### src/rtl/i2s_receiver_pkg.sv
// Shared I2S timing defaults and word-select polarity used by the receive and transmit paths.
package i2s_receiver_pkg;

    localparam int unsigned SCLK_WS_RATIO_DEF   = 64;
    localparam int unsigned MCLK_SCLK_RATIO_DEF = 4;
    localparam int unsigned D_WIDTH_DEF         = 24;

    localparam logic WS_LEFT  = 1'b0;
    localparam logic WS_RIGHT = 1'b1;

    // Counter width for a modulo-n counter; never narrower than one bit.
    function automatic int unsigned cnt_width(input int unsigned n);
        return (n > 1) ? $clog2(n) : 1;
    endfunction

endpackage

### src/rtl/i2s_receiver_clkgen.sv
// Derives sclk and ws from mclk; exposes the sclk rising-edge strobe and position within the ws half-period.
module i2s_receiver_clkgen
    import i2s_receiver_pkg::*;
#(
    parameter int unsigned SCLK_WS_RATIO   = SCLK_WS_RATIO_DEF,
    parameter int unsigned MCLK_SCLK_RATIO = MCLK_SCLK_RATIO_DEF,
    parameter int unsigned WS_CNT_W        = cnt_width(SCLK_WS_RATIO)
) (
    input  logic                mclk,
    input  logic                reset_n,
    output logic                sclk,
    output logic                ws,
    output logic                sclk_rise_c,
    output logic [WS_CNT_W-1:0] ws_cnt
);

    localparam int unsigned             HALF    = MCLK_SCLK_RATIO / 2;
    localparam int unsigned             MC_W    = cnt_width(HALF);
    localparam logic [MC_W-1:0]         MC_LAST = MC_W'(HALF - 1);
    localparam logic [WS_CNT_W-1:0]     WS_LAST = WS_CNT_W'(SCLK_WS_RATIO - 1);

    logic [MC_W-1:0] mclk_cnt;
    logic            toggle_c;

    assign toggle_c    = (mclk_cnt == MC_LAST);
    // Toggles issued from an even ws_cnt drive sclk high.
    assign sclk_rise_c = toggle_c && !ws_cnt[0];

    always_ff @(posedge mclk or negedge reset_n) begin
        if (!reset_n) begin
            mclk_cnt <= '0;
            sclk     <= 1'b0;
            ws       <= WS_LEFT;
            ws_cnt   <= '0;
        end else begin
            mclk_cnt <= toggle_c ? '0 : mclk_cnt + MC_W'(1);
            if (toggle_c) begin
                sclk <= ~sclk;
                if (ws_cnt == WS_LAST) begin
                    ws_cnt <= '0;
                    ws     <= ~ws;
                end else begin
                    ws_cnt <= ws_cnt + WS_CNT_W'(1);
                end
            end
        end
    end

endmodule

### src/rtl/i2s_receiver.sv
// I2S capture master: generates sclk/ws, deserialises MSB-first stereo samples and presents each L/R pair with a one-cycle strobe.
module i2s_receiver
    import i2s_receiver_pkg::*;
#(
    parameter int unsigned sclk_ws_ratio   = SCLK_WS_RATIO_DEF,
    parameter int unsigned mclk_sclk_ratio = MCLK_SCLK_RATIO_DEF,
    parameter int unsigned d_width         = D_WIDTH_DEF
) (
    input  logic               mclk,
    input  logic               reset_n,
    output logic               sclk,
    output logic               ws,
    input  logic               sd_rx,
    output logic [d_width-1:0] l_data_rx,
    output logic [d_width-1:0] r_data_rx,
    output logic               rx_valid
);

    localparam int unsigned         WS_CNT_W     = cnt_width(sclk_ws_ratio);
    localparam logic [WS_CNT_W-1:0] LAST_BIT_CNT = WS_CNT_W'(2 * d_width);

    logic                sclk_rise_c;
    logic [WS_CNT_W-1:0] ws_cnt;
    logic [d_width-1:0]  shreg;
    logic [d_width-1:0]  left_hold;
    logic [d_width-1:0]  word_c;
    logic                data_bit_c;
    logic                word_done_c;

    i2s_receiver_clkgen #(
        .SCLK_WS_RATIO   (sclk_ws_ratio),
        .MCLK_SCLK_RATIO (mclk_sclk_ratio),
        .WS_CNT_W        (WS_CNT_W)
    ) u_clkgen (
        .mclk        (mclk),
        .reset_n     (reset_n),
        .sclk        (sclk),
        .ws          (ws),
        .sclk_rise_c (sclk_rise_c),
        .ws_cnt      (ws_cnt)
    );

    // Rise at ws_cnt=0 is the I2S delay slot; rises past the last data bit are padding.
    assign data_bit_c  = sclk_rise_c && (ws_cnt != '0) && (ws_cnt <= LAST_BIT_CNT);
    assign word_done_c = sclk_rise_c && (ws_cnt == LAST_BIT_CNT);
    assign word_c      = {shreg[d_width-2:0], sd_rx};

    // Left word is parked until its right partner completes so the pair updates atomically.
    always_ff @(posedge mclk or negedge reset_n) begin
        if (!reset_n) begin
            shreg     <= '0;
            left_hold <= '0;
            l_data_rx <= '0;
            r_data_rx <= '0;
            rx_valid  <= 1'b0;
        end else begin
            rx_valid <= 1'b0;
            if (data_bit_c) begin
                shreg <= word_c;
            end
            if (word_done_c) begin
                if (ws == WS_LEFT) begin
                    left_hold <= word_c;
                end else begin
                    l_data_rx <= left_hold;
                    r_data_rx <= word_c;
                    rx_valid  <= 1'b1;
                end
            end
        end
    end

endmodule

### config.mk
export PLATFORM = sky130hd
export DESIGN_NAME = i2s_receiver
export DESIGN_NICKNAME = d
export VERILOG_FILES = /design/src/rtl/i2s_receiver_pkg.sv /design/src/rtl/i2s_receiver_clkgen.sv /design/src/rtl/i2s_receiver.sv
export SDC_FILE = /design/constraint.sdc
export NUM_CORES = 1
export LEC_CHECK = 0
export CAP_MARGIN = 10
export CORE_ASPECT_RATIO = 1.25
export CORE_UTILIZATION = 40
export DETAILED_ROUTE_END_ITERATION = 6
export PLACE_DENSITY = 0.57
export SLEW_MARGIN = 10
export SYNTH_ARGS = -nofsm -noshare
export SYNTH_HDL_FRONTEND = slang
export SYNTH_HIERARCHICAL = 1
export SYNTH_SLANG_ARGS = --single-unit
### constraint.sdc
create_clock -name mclk -period 3.63 [get_ports mclk]
set_input_delay 1.089 -clock mclk [delete_from_list [all_inputs] [get_ports mclk]]
set_output_delay 1.089 -clock mclk [all_outputs]
set_load 0.01 [all_outputs]
==> results of run 1 <==
[area by class of cell]
cell class              count  share of cell area [%]
flip-flops and latches    105                   48.23
multi-input cells         196                   31.79
repair buffers             63                   11.07
clock buffers              11                   4.456
well taps                 132                   3.032
clock inverters             5                   1.011
inverters                   6                  0.4134
[through the flow]
step | hold WS, ns | power [mW]
after floorplan | 0.4541 | 1.217
after global placement | 0.4534 | 1.251
after detailed placement | 0.4596 | 1.252
after CTS | 0.4768 | 2.227
after global routing | 0.5096 | 2.275
final | 0.4660 | 2.196
[Yosys cell counts (all sizes together)]
master / instances
dfrtp: 105
mux2: 72
o21ai: 28
nor3: 23
nor3b: 23
o221a: 23
clkbuf: 13
buf: 11
inv: 6
nand2: 5
nand4: 3
nand3: 2
nor2: 2
o211ai: 2
xnor2: 2
xor2: 2
a21boi: 1
a21oi: 1
and2: 1
and4b: 1
ha: 1
mux2i: 1
nor2b: 1
nor4: 1
or3: 1
[state kept, by name (all words and copies together) (netlist names)]
signal,count
u_clkgen/sclk,1
u_clkgen/ws_cnt,6
u_clkgen/ws,1
left_hold,24
l_data_rx,24
shreg,23
r_data_rx,24
rx_valid,1
u_clkgen/mclk_cnt,1
[report_power, final]
part / internal [mW] / switching, mW / total, mW
clock network: 0.551 / 0.417 / 0.968
logic: 0.0133 / 0.0264 / 0.0397
registers: 1.18 / 0.0118 / 1.19
total: 1.74 / 0.455 / 2.20
[critical path: cells and delay by family (launching register included)]
kind	cells	cell delay, ns
multiplexers	1	0.28
AND/OR/NAND/NOR	1	0.53
AO/OA/AOI/OAI	1	0.46
buffers and inverters	1	0.55
flip-flops	1	0.73
[cells by family (layout without fill, tap and decap cells)]
group,after synthesis,count (layout),synth area share [%]
multiplexers,73,73,19.01
AO/OA/AOI/OAI,55,55,9.490
buffers and inverters,30,85,3.117
flip-flops,105,105,58.45
XOR/XNOR,4,4,0.7794
AND/OR/NAND/NOR,63,63,8.879
adder cells (fa/ha/maj),1,1,0.2783
[worst max-delay path by stage]
stage | end | slack, ns | cells past startpoint
final | shreg[7]$_DFFE_PN0P_ | 0.95 | 4
after detailed placement | shreg[3]$_DFFE_PN0P_ | 1.05 | 4
after global placement | shreg[14]$_DFFE_PN0P_ | 1.11 | 4
after global routing | shreg[4]$_DFFE_PN0P_ | 0.77 | 4
after floorplan | left_hold[10]$_DFFE_PN0P_ | 1.75 | 5
after CTS | shreg[4]$_DFFE_PN0P_ | 1.00 | 4
[per-layer routing]
layer,track usage (%),up-vias,part of all wire [%]
li1,-,1325,-
met4,7.556,0,1.8
met5,0,-,0
met3,2.890,9,3.2
met1,20.21,1452,47
met2,25.22,53,48
==> impl_metrics.yaml, run 1 <==
status:
  status: "complete, no violations"
global_routing:
  grt_overflow_total: 0
  antenna_found_initial: 0
  track_usage_pct: 15.59
  grt_pass1_vias: 2909
  grt_max_degree: 48
  grt_first_pass_wirelength_um: 14550
clock_network:
  cts-root-buf: "clkbuf_16"
  cts.sinks: 105
  cts_buffer_depth: 2
  h-tree-depth: 3
  cts_hold_buf: 0
  cts-resized-gates: 0
  postCtsSetupBuffers: 0
  cts_tree: "done"
  clk_latency_ns: 0.35
  clkSlewWorstSetupHoldPaths_ns: 0.07
  numCtsBuffers: 9
finish:
  drive_gt1_share_pct: 31.61
  fillers: 941
  fin_util_pct: 50.57
  final_common_cell: "dfrtp_1"
  regArea_mm2: 0.002628
  synthToLayoutAreaGrowth_pct: 21.18
  final_cell_mix: "dfrtp_1, mux2_2, clkdlybuf4s50_1, o21ai_0"
  instances_no_fill: 518
  fin_area_mm2: 0.005448
  multi_input_area_mm2: 0.001732
  n_antenna_cell: 0
  layout.nets: 385
min_path:
  min_from: "u_clkgen/sclk$_DFFE_PN0P_"
  hp-class: "reg -> reg"
  hold_end: "u_clkgen/sclk$_DFFE_PN0P_"
  holdPathStages: 1
route:
  routed_wl_um: 8564
  vias: 2839
  ant_nets: 0
  firstDrtPassIters: 4
  drt_iter0_markers: 166
  wl_per_cell_um: 16.53
  via_per_inst: 5.481
  drc: 0
placement:
  numPlacedInstances: 502
  gp_congestion: 0.7161
  dpl_cell_area_mm2: 0.005150
  dpl_worst_slack_ns: 1.046
  dp.final_hpwl_um: 5189
  io_buffer_count: 53
synthesis:
  synthTopCellsByArea: "dfrtp_1, mux2_2, o221a_2"
  avgSynthCellArea_um2: 13.58
  ys_seq_elements: 105
  ys_warn_count: 6
  netlist_instances: 331
  netlist_area_mm2: 0.004496
  yosysTopAreaCell: "dfrtp_1"
  yosysSeqAreaShare_pct: 58.45
  syn-num-nets: 335
  yosys.area.top_type_share_pct: 58.45
  ys_types: 31
die:
  die_area_mm2: 0.01167
  ios: 54
  placementRows: 42
  die_y_um: 120.5
  die_x_um: 96.82
  fp.coreArea_mm2: 0.01077
  initial_core_util_pct: 41.73
power:
  ir_drop_v: 0.0001965
  p_per_area_mw_per_mm2: 403.0
  leakage_nw: 2.503
critical_path:
  worstPathMaxFanout: 24
  reg2reg_from: "u_clkgen/ws_cnt[4]$_DFFE_PN0P_"
  slowest_delay_ns: 0.73
  r2r_slack_ns: 0.95
  cp_cell_sequence: "inv_1 -> mux2i_1 -> nand2_1 -> o221a_2"
  cp-end-kind: "flop"
  critical_path_class: "reg -> reg"
  start_kind: "flop"
  rr_worst_depth: 4
  cp.arrival_ns: 2.91
  critical_path_required_ns: 3.86
  crit_slowest_cell: "dfrtp_1"
  timing.rr.end: "shreg[7]$_DFFE_PN0P_"
  crit_path_start: "u_clkgen/ws_cnt[4]$_DFFE_PN0P_"
sta:
  fmax_ghz: 0.3728
  tightest_slew_ns: 1.051
  grt_setup_unrepaired: "no"
  fin_crit_sh_pct: 73.90
  finClkSkew_ns: 0.008155
  finalMaxSlewViolations: 0
  fin_setup_tns_ns: 0
  finalSetupViolCount: 0
  fin_crit_ns: 2.683
  slew_headroom_pct: 29.54
  hold_viol_final: 0
  postLayoutSetupSlackWorst_ns: 0.9474
flow_run:
  drv_cap: 0
(Power assumes the default switching activity.)
==> run 2, diff against run 1 <==
Clock period 3.63 ns to 2.74 ns, I/O delays scaled along.
==> run 2 against run 1 <==
Net effect: cell area up 1.6%; critical path depth up 1; clock-buffer cell count down 1; power rose by 41%; worst setup slack got worse by 0.44 ns; via count decreased by 0.21%; combinational power increased by 35%; largest cell class unchanged; largest power group unchanged.
==> impl_metrics.yaml, run 2 (synthesized netlist as in run 1, its figures left out) <==
global_routing:
  antenna_found_initial: 0
  grt_pass1_vias: 2837
  grt_first_pass_wirelength_um: 14530
  grt_overflow_total: 0
  track_usage_pct: 15.75
  grt_max_degree: 43
status:
  status: "complete, no violations"
critical_path:
  critical_path_class: "reg -> reg"
  cp.arrival_ns: 2.45
  crit_path_start: "u_clkgen/ws_cnt[1]$_DFFE_PN0P_"
  worstPathMaxFanout: 23
  cp-end-kind: "flop"
  critical_path_required_ns: 2.96
  reg2reg_from: "u_clkgen/ws_cnt[1]$_DFFE_PN0P_"
  start_kind: "flop"
clock_network:
  cts_tree: "done"
  numCtsBuffers: 9
  h-tree-depth: 3
  postCtsSetupBuffers: 0
  cts_hold_buf: 0
  cts_buffer_depth: 2
  cts.sinks: 105
  cts-resized-gates: 0
  clkSlewWorstSetupHoldPaths_ns: 0.07
  clk_latency_ns: 0.34
  cts-root-buf: "clkbuf_16"
route:
  via_per_inst: 5.438
  drt_iter0_markers: 75
  vias: 2833
  wl_per_cell_um: 16.58
  ant_nets: 0
  drc: 0
  routed_wl_um: 8638
  firstDrtPassIters: 4
die:
  placementRows: 42
  die_area_mm2: 0.01167
  die_x_um: 96.82
  ios: 54
  initial_core_util_pct: 41.73
  die_y_um: 120.5
  fp.coreArea_mm2: 0.01077
sta:
  hold-worst-slack_ns: 0.4640
  tightest_slew_ns: 0.8069
  grt_setup_unrepaired: "no"
  finalMaxSlewViolations: 0
  fin_crit_ns: 2.232
  fmax_ghz: 0.4481
  finalSetupViolCount: 0
  fin_setup_tns_ns: 0
  hold_viol_final: 0
  fin_crit_sh_pct: 81.45
  finClkSkew_ns: 0.006810
  slew_headroom_pct: 46.08
finish:
  final_cell_mix: "dfrtp_1, mux2_2, clkdlybuf4s50_1, o21ai_0"
  final_common_cell: "dfrtp_1"
  reg_top3: "l_data_rx (24), left_hold (24), r_data_rx (24)"
  fin_area_mm2: 0.005535
  drive_gt1_share_pct: 32.39
  fillers: 919
  fin_util_pct: 51.38
  layout.nets: 389
  n_antenna_cell: 0
  synthToLayoutAreaGrowth_pct: 23.13
placement:
  gp_congestion: 0.7435
  io_buffer_count: 53
  dpl_cell_area_mm2: 0.005192
  dp.final_hpwl_um: 5329
power:
  leakage_nw: 2.554
  p_per_area_mw_per_mm2: 557.5
  ir_drop_v: 0.0003098
min_path:
  hp-class: "in -> async"
flow_run:
  drv_cap: 0
run 2: cell types whose count changed in the layout (fill, tap and decap cells not counted):
cell | before | now
buf_4 | 11 | 14
bufinv_16 | 1 | 3
clkinvlp_4 | 2 | 0
buf_12 | 0 | 1
clkbuf_1 | 1 | 0
clkinv_2 | 2 | 1
clkinv_4 | 0 | 1
run 2: final cells by class:
class,count,area [um^2],share of cell area (%)
Tap cell,132,165.2,2.984
Clock buffer,10,239.0,4.317
Inverter,6,22.52,0.4069
Multi-Input combinational cell,196,1732,31.28
Clock inverter,5,103.9,1.876
Timing Repair Buffer,67,645.6,11.66
Sequential cell,105,2628,47.47
run 2: through the flow:
stage	total power [mW]	setup slack, ns	cells
2_1_floorplan	1.612	0.8601	331
3_3_place_gp	1.660	0.5371	506
3_5_place_dp	1.661	0.5014	506
4_1_cts	3.140	0.4917	521
5_1_grt	3.223	0.3550	521
6_report	3.086	0.5082	521
run 2: power breakdown:
| group | internal [mW] | leakage (nW) | switching [mW] |
|---|---|---|---|
| clock network | 0.913 | 0.169 | 0.545 |
| logic | 0.0186 | 0.959 | 0.0349 |
| registers | 1.56 | 1.43 | 0.0161 |
| total | 2.49 | 2.55 | 0.596 |
run 2: worst paths after layout:
kind                            slack (ns)                   endpoint  cells after the start
worst min register to register        0.46  u_clkgen/sclk$_DFFE_PN0P_                      1
min in group mclk                     0.46  u_clkgen/sclk$_DFFE_PN0P_                      1
max in group asynchronous             1.55       shreg[0]$_DFFE_PN0P_                      2
worst max register to register        0.51      shreg[21]$_DFFE_PN0P_                      5
worst min-delay path                  0.46  l_data_rx[21]$_DFFE_PN0P_                      1
worst max-delay path                  0.51      shreg[21]$_DFFE_PN0P_                      5
run 2: per-layer routing:
layer | share of wire, % | routed length [um] | vias up | global-route usage (%)
met1 | 47 | 4082 | 1426 | 20.87
met2 | 48 | 4144 | 66 | 25.04
met5 | 0 | 0 | - | 0
met4 | 1.5 | 128 | 0 | 7.183
li1 | - | - | 1332 | -
met3 | 3.3 | 282 | 9 | 3.064
run 2: critical path: stages, from the launching register on:
cell and delay (ns):
dfrtp_1 0.44, nor4_4 0.30, buf_4 0.23, mux2i_1 0.19
nand2_1 0.49, o221a_2 0.44
